File: src/rtl/parity_arb_pkg.sv
// Shared constants, slot state type and round-robin search for parity_arbiter.
package parity_arb_pkg;

    localparam logic PARITY_MODE_ODD  = 1'b1;
    localparam logic PARITY_MODE_EVEN = 1'b0;

    localparam int unsigned MAX_REQ = 16;

    typedef enum logic {
        SLOT_EMPTY,
        SLOT_FULL
    } parity_slot_e;

    // Returns the first set index at or after ptr (wrapping modulo n), or n if none is set.
    function automatic int unsigned rr_pick(input logic [MAX_REQ-1:0] valid,
                                            input int unsigned ptr,
                                            input int unsigned n);
        int unsigned idx;
        int unsigned res;
        res = n;
        for (int unsigned i = 0; i < MAX_REQ; i++) begin
            idx = ptr + i;
            if (idx >= n) begin
                idx = idx - n;
            end
            if ((i < n) && (res == n) && valid[idx[3:0]]) begin
                res = idx;
            end
        end
        return res;
    endfunction

endpackage

File: src/rtl/parity_arbiter_if.sv
// Requester and response handshake bundle for parity_arbiter.
interface parity_arbiter_if #(
    parameter int unsigned NUM_REQ = 4,
    parameter int unsigned DW      = 32
);
    localparam int unsigned IDW = $clog2(NUM_REQ);

    logic [NUM_REQ-1:0]    req_valid;
    logic [NUM_REQ*DW-1:0] req_data;
    logic [NUM_REQ-1:0]    req_sel;
    logic [NUM_REQ-1:0]    req_ready;
    logic                  rsp_valid;
    logic                  rsp_ready;
    logic [IDW-1:0]        rsp_id;
    logic                  rsp_check;

    modport master (
        output req_valid, req_data, req_sel, rsp_ready,
        input  req_ready, rsp_valid, rsp_id, rsp_check
    );

    modport slave (
        input  req_valid, req_data, req_sel, rsp_ready,
        output req_ready, rsp_valid, rsp_id, rsp_check
    );

endinterface

File: src/rtl/parity_unit.sv
// Combinational parity check: odd mode gives XOR-reduction, even mode its inverse.
module parity_unit
    import parity_arb_pkg::*;
#(
    parameter int unsigned DW = 32
) (
    input  logic [DW-1:0] word,
    input  logic          sel,
    output logic          check
);

    assign check = (sel == PARITY_MODE_ODD) ? ^word : ~^word;

endmodule

File: src/rtl/parity_arbiter.sv
// Round-robin arbiter sharing one parity_unit among NUM_REQ requesters, single-entry result slot.
// Optional error counter enabled by defining PARITY_ARB_ERRCNT_EN.
module parity_arbiter
    import parity_arb_pkg::*;
#(
    parameter int unsigned NUM_REQ = 4,
    parameter int unsigned DW      = 32
) (
    input  logic              clk,
    input  logic              rst_n,
    parity_arbiter_if.slave   bus,
    output logic              busy
`ifdef PARITY_ARB_ERRCNT_EN
    ,
    output logic [15:0]       err_cnt
`endif
);

    localparam int unsigned IDW = $clog2(NUM_REQ);

    parity_slot_e   state_q;
    logic [IDW-1:0] ptr_q;
    logic [IDW-1:0] rsp_id_q;
    logic           rsp_check_q;

    int unsigned    pick;
    logic           accept;
    logic           grant;
    logic [IDW-1:0] g_id;
    logic [DW-1:0]  g_word;
    logic           g_sel;
    logic           g_check;

    assign pick   = rr_pick(MAX_REQ'(bus.req_valid), 32'(ptr_q), NUM_REQ);
    assign accept = (state_q == SLOT_EMPTY) || bus.rsp_ready;
    // Reset gating keeps req_ready low even before the slot state is initialised.
    assign grant  = rst_n && accept && (pick < NUM_REQ);
    assign g_id   = IDW'(pick);

    assign bus.req_ready = grant ? (NUM_REQ'(1) << g_id) : '0;

    always_comb begin
        g_word = '0;
        g_sel  = PARITY_MODE_EVEN;
        for (int i = 0; i < int'(NUM_REQ); i++) begin
            if (IDW'(i) == g_id) begin
                g_word = bus.req_data[i*DW +: DW];
                g_sel  = bus.req_sel[i];
            end
        end
    end

    parity_unit #(
        .DW (DW)
    ) u_parity_unit (
        .word  (g_word),
        .sel   (g_sel),
        .check (g_check)
    );

    always_ff @(posedge clk) begin
        if (!rst_n) begin
            state_q     <= SLOT_EMPTY;
            ptr_q       <= '0;
            rsp_id_q    <= '0;
            rsp_check_q <= 1'b0;
        end else begin
            unique case (state_q)
                SLOT_EMPTY: begin
                    if (grant) begin
                        state_q <= SLOT_FULL;
                    end
                end
                SLOT_FULL: begin
                    if (bus.rsp_ready && !grant) begin
                        state_q <= SLOT_EMPTY;
                    end
                end
                default: state_q <= SLOT_EMPTY;
            endcase
            if (grant) begin
                rsp_id_q    <= g_id;
                rsp_check_q <= g_check;
                ptr_q       <= (g_id == IDW'(NUM_REQ - 1)) ? '0 : g_id + IDW'(1);
            end
        end
    end

    assign bus.rsp_valid = (state_q == SLOT_FULL);
    assign bus.rsp_id    = rsp_id_q;
    assign bus.rsp_check = rsp_check_q;
    assign busy          = (state_q == SLOT_FULL);

`ifdef PARITY_ARB_ERRCNT_EN
    always_ff @(posedge clk) begin
        if (!rst_n) begin
            err_cnt <= '0;
        end else if (bus.rsp_valid && bus.rsp_ready && !bus.rsp_check && (err_cnt != 16'hFFFF)) begin
            err_cnt <= err_cnt + 16'd1;
        end
    end
`endif

endmodule

File: src/flat_wrapper.sv
// flat-port wrapper written by rule: the top's interface ports become plain ports
module parity_arbiter_flat import parity_arb_pkg::*;
#(
    parameter int unsigned NUM_REQ = 4,
    parameter int unsigned DW      = 32
)
  (clk, rst_n, busy, bus_req_valid, bus_req_data, bus_req_sel, bus_rsp_ready, bus_req_ready, bus_rsp_valid, bus_rsp_id, bus_rsp_check);
  parity_arbiter_if #(.NUM_REQ(NUM_REQ), .DW(DW)) bus_i ();
  input  logic clk;
  input  logic rst_n;
  output logic busy;
  input wire logic [$bits(bus_i.req_valid)-1:0] bus_req_valid;
  input wire logic [$bits(bus_i.req_data)-1:0] bus_req_data;
  input wire logic [$bits(bus_i.req_sel)-1:0] bus_req_sel;
  input wire logic [$bits(bus_i.rsp_ready)-1:0] bus_rsp_ready;
  output wire logic [$bits(bus_i.req_ready)-1:0] bus_req_ready;
  output wire logic [$bits(bus_i.rsp_valid)-1:0] bus_rsp_valid;
  output wire logic [$bits(bus_i.rsp_id)-1:0] bus_rsp_id;
  output wire logic [$bits(bus_i.rsp_check)-1:0] bus_rsp_check;
  assign bus_i.req_valid = bus_req_valid;
  assign bus_i.req_data = bus_req_data;
  assign bus_i.req_sel = bus_req_sel;
  assign bus_i.rsp_ready = bus_rsp_ready;
  assign bus_req_ready = bus_i.req_ready;
  assign bus_rsp_valid = bus_i.rsp_valid;
  assign bus_rsp_id = bus_i.rsp_id;
  assign bus_rsp_check = bus_i.rsp_check;
  parity_arbiter #(.NUM_REQ(NUM_REQ), .DW(DW)) u_core (.clk(clk), .rst_n(rst_n), .bus(bus_i), .busy(busy));
endmodule
File: config.mk
export PLATFORM = sky130hd
export DESIGN_NAME = parity_arbiter_flat
export DESIGN_NICKNAME = d
export VERILOG_FILES = /design/src/rtl/parity_arb_pkg.sv /design/src/rtl/parity_arbiter_if.sv /design/src/rtl/parity_unit.sv /design/src/rtl/parity_arbiter.sv /design/src/flat_wrapper.sv
export SDC_FILE = /design/constraint.sdc
export NUM_CORES = 1
export LEC_CHECK = 0
export BUFFER_PORTS_ARGS = -buffer_cell sky130_fd_sc_hd__clkbuf_2
export CAP_MARGIN = 5
export CORE_UTILIZATION = 25
export DETAILED_ROUTE_END_ITERATION = 10
export MAX_ROUTING_LAYER = met4
export SKIP_LAST_GASP = 1
export SYNTH_ARGS = -nofsm -noshare
export SYNTH_HDL_FRONTEND = slang
export SYNTH_HIERARCHICAL = 1
export SYNTH_SLANG_ARGS = --single-unit
export TNS_END_PERCENT = 10
File: constraint.sdc
create_clock -name clk -period 6.4 [get_ports clk]
set_clock_uncertainty 0.05 [all_clocks]
set_input_delay 0 -clock clk [delete_from_list [all_inputs] [get_ports clk]]
set_output_delay 0 -clock clk [all_outputs]
set_load 0.05 [all_outputs]
==> results.md <==
- Cts repair resizes: 0
- Syn nets: 441
- Input/output buffers: 147
- GRT Util Overall: about 16%
- I/O pin count: 148
- Crit-path slowest cell: dfxtp_1
- Cell accounting for the most synthesized area: a22oi_1
- CTS H-tree depth: 1
- Slew HR: between 30% and 40%
- DIE AREA: 7810 µm²
- Final hold violation count: 0
- EDFF count, synth: 0
- Max-cap viol count: 0
- Final count of pins violating max slew: 0
- GR Overflow Total: 0
- CP delay by family, top: compound AO/OA/AOI/OAI gates
- Clock root buffer: clkbuf_8
- Critical path, cell by cell: inv_1, ha_1, mux4_2, o41a_1, o2bb2ai_1, inv_1, ha_1, nor2b_2, buf_4, a22oi_1, nor2_1, a21oi_1, o21ai_0, xnor2_1, xnor2_1, xnor2_1, xnor3_1, xnor2_1, nand2_1, mux2i_1
- Worst Path Arrival: 5.63 ns
- Antenna violations before repair: 0
- First-pass detailed-route iteration total: 4
- Worst-Margin Slew: 0.972 ns
- CTS Buf Count: 3
- Pin count of the biggest net entering global routing: 62
- Area of the multi-input gates: 1600 µm²
- Vias in the first global route: 2290
- Crit share post-route: a little under nine tenths
- Sequential element share of the synthesized area: around 6.4%
- Register area: 120 µm²
- Worst skew pair latency: 0.22 ns
- Post-Route Setup TNS: 0 ns
- Vias per cell: 4.86
- FFs w/ async S/R, synth: 0%
- Final WL: 6190 µm
- Mean Syn Cell Area: 6.32 µm²
- Yosys reg bits: 6
- Yosys cell types: 38
- Clock Pin Slew Worst Setup and Hold Paths: 0.04 ns
- Crit path buf inv count: 3
- Clk buf depth: 2
- Via count: 2527
- Fillers: 793
- Crit-path max FO: 19
- Post-CTS Hold Buffers: 0
- CTS tree: yes
- Critical Path End Type: flip-flop
- Maximum clock rate: 181 MHz
- Top_reg_cell synth: dfxtp_1
- Total core area: 7210 µm²
- Layout Nets: 569
- Post-Syn Area: 1870 µm²
- Crit Path Class: flip-flop to flip-flop
- Post-route ant nets: 0
- Crit path required time: 6.50 ns
- Die H: 88.4 µm
- Syn Inst Count: 295
- Min-Delay Path Class: primary input to flip-flop
- First-iteration detailed-routing DRC count: 72
- Top post-synthesis cells by area: a22oi_1, xnor2_1, a21oi_1
- First-pass GRT wire length: 9650 µm
- Mean routed wirelength per cell: 11.9 µm
- RePlAce Congestion: 0.790
- CP dominant cell by count: xnor2_1
- Die Width: approximately 90 µm
- Initial Util: 25.9%
- N_diodes: 0
- Site row count: 31
- Synth cell count leaders: a21oi_1, nand2_1, nor2_1
- Fin crit period: 5.52 ns
- Synth-to-Final Area Change: 43.6%
- Detailed Place HPWL: around 5000 µm
- Crit path largest cell delay: around 0.64 ns
- Warnings from Yosys: 6
- # clock sinks: 6
- Share of cells above drive strength 1: between 30% and 40%
- Post CTS Setup Buffer Count: 0
- Status: finished clean
- Synth top area share: 13.3%
- Startpoint type of the worst setup path: flip-flop
- RSZ-0062 raised after global routing: no
- Final setup fails: 0
- DRC Markers: 0
-- worst register-to-register path, delay by kind of cell (launching register included) --
kind / cells / cell delay, ns
flip-flops: 1 / 0.64
AND/OR/NAND/NOR: 3 / 0.68
adder cells (fa/ha/maj): 2 / 0.68
XOR/XNOR: 5 / 1.04
buffers and inverters: 3 / 0.67
AO/OA/AOI/OAI: 5 / 1.05
multiplexers: 2 / 0.66
-- logic make-up after synthesis --
kind of cell	after synthesis	share of synthesized area, %
buffers and inverters	35	8.12
AND/OR/NAND/NOR	85	18.7
XOR/XNOR	31	15.3
AO/OA/AOI/OAI	122	40.5
adder cells (fa/ha/maj)	7	4.69
flip-flops	6	6.44
multiplexers	9	6.24
-- layout make-up --
cell class                      instances  share of cell area, %
Multi-Input combinational cell        254                   59.8
Timing Repair Buffer                  151                   28.6
Tap cell                               99                   4.62
Sequential cell                         6                   4.48
Clock buffer                            3                   1.54
Inverter                                7                  0.981
-- layout by cell type (no fill, tap or decap), types with 2 or more instances in the layout --
master	n
a211oi_1	3
a21oi_1	39
a22oi_1	33
and3_1	5
buf_4	4
clkbuf_2	147
clkbuf_8	3
dfxtp_1	6
ha_1	5
ha_2	2
inv_1	7
mux2i_1	6
mux4_2	2
nand2_1	39
nand2b_1	2
nor2_1	35
o21ai_0	33
o2bb2ai_1	2
xnor2_1	28
xor2_1	2
-- final timing paths --
| kind | from | end | slack, ns | cells after the start |
|---|---|---|---|---|
| max | u_core/ptr_q[0] | u_core/bus.rsp_check | 0.88 | 20 |
| min | rst_n | u_core/bus.rsp_check | 0.09 | 3 |
| max reg2reg | u_core/ptr_q[0] | u_core/bus.rsp_check | 0.88 | 20 |
| min reg2reg | u_core/bus.rsp_check | u_core/bus.rsp_check | 0.43 | 2 |
-- metrics by stage --
stage,hold WS [ns],setup slack (ns),util (%),instance area (µm²),std cells
floorplan,0.249,1.58,-,1870,295
global placement,0.311,0.943,36.6,2640,517
detailed placement,0.309,0.830,36.6,2640,517
CTS,0.0789,0.811,37.1,2680,520
global route,0.115,0.406,37.1,2680,520
finish,0.0865,0.877,37.1,2680,520
-- flip-flops by register name (all words and copies together), names as in the netlist --
signal                flops
u_core/bus.rsp_check      1
u_core/ptr_q              2
u_core/bus.rsp_valid      1
u_core/bus.rsp_id         2
-- per-layer routing --
| metal | global-route usage, % | vias to the layer above | wire length (µm) |
|---|---|---|---|
| li1 | - | 1310 | - |
| met1 | 18.7 | 1101 | 2640 |
| met2 | 29.7 | 114 | 3100 |
| met3 | 1.96 | 2 | 442 |
| met4 | 2.20 | 0 | 10 |
| met5 | - | - | 0 |
Power is not shown: default switching activity piles up to over one toggle a cycle in this logic, so the estimate is an artifact.
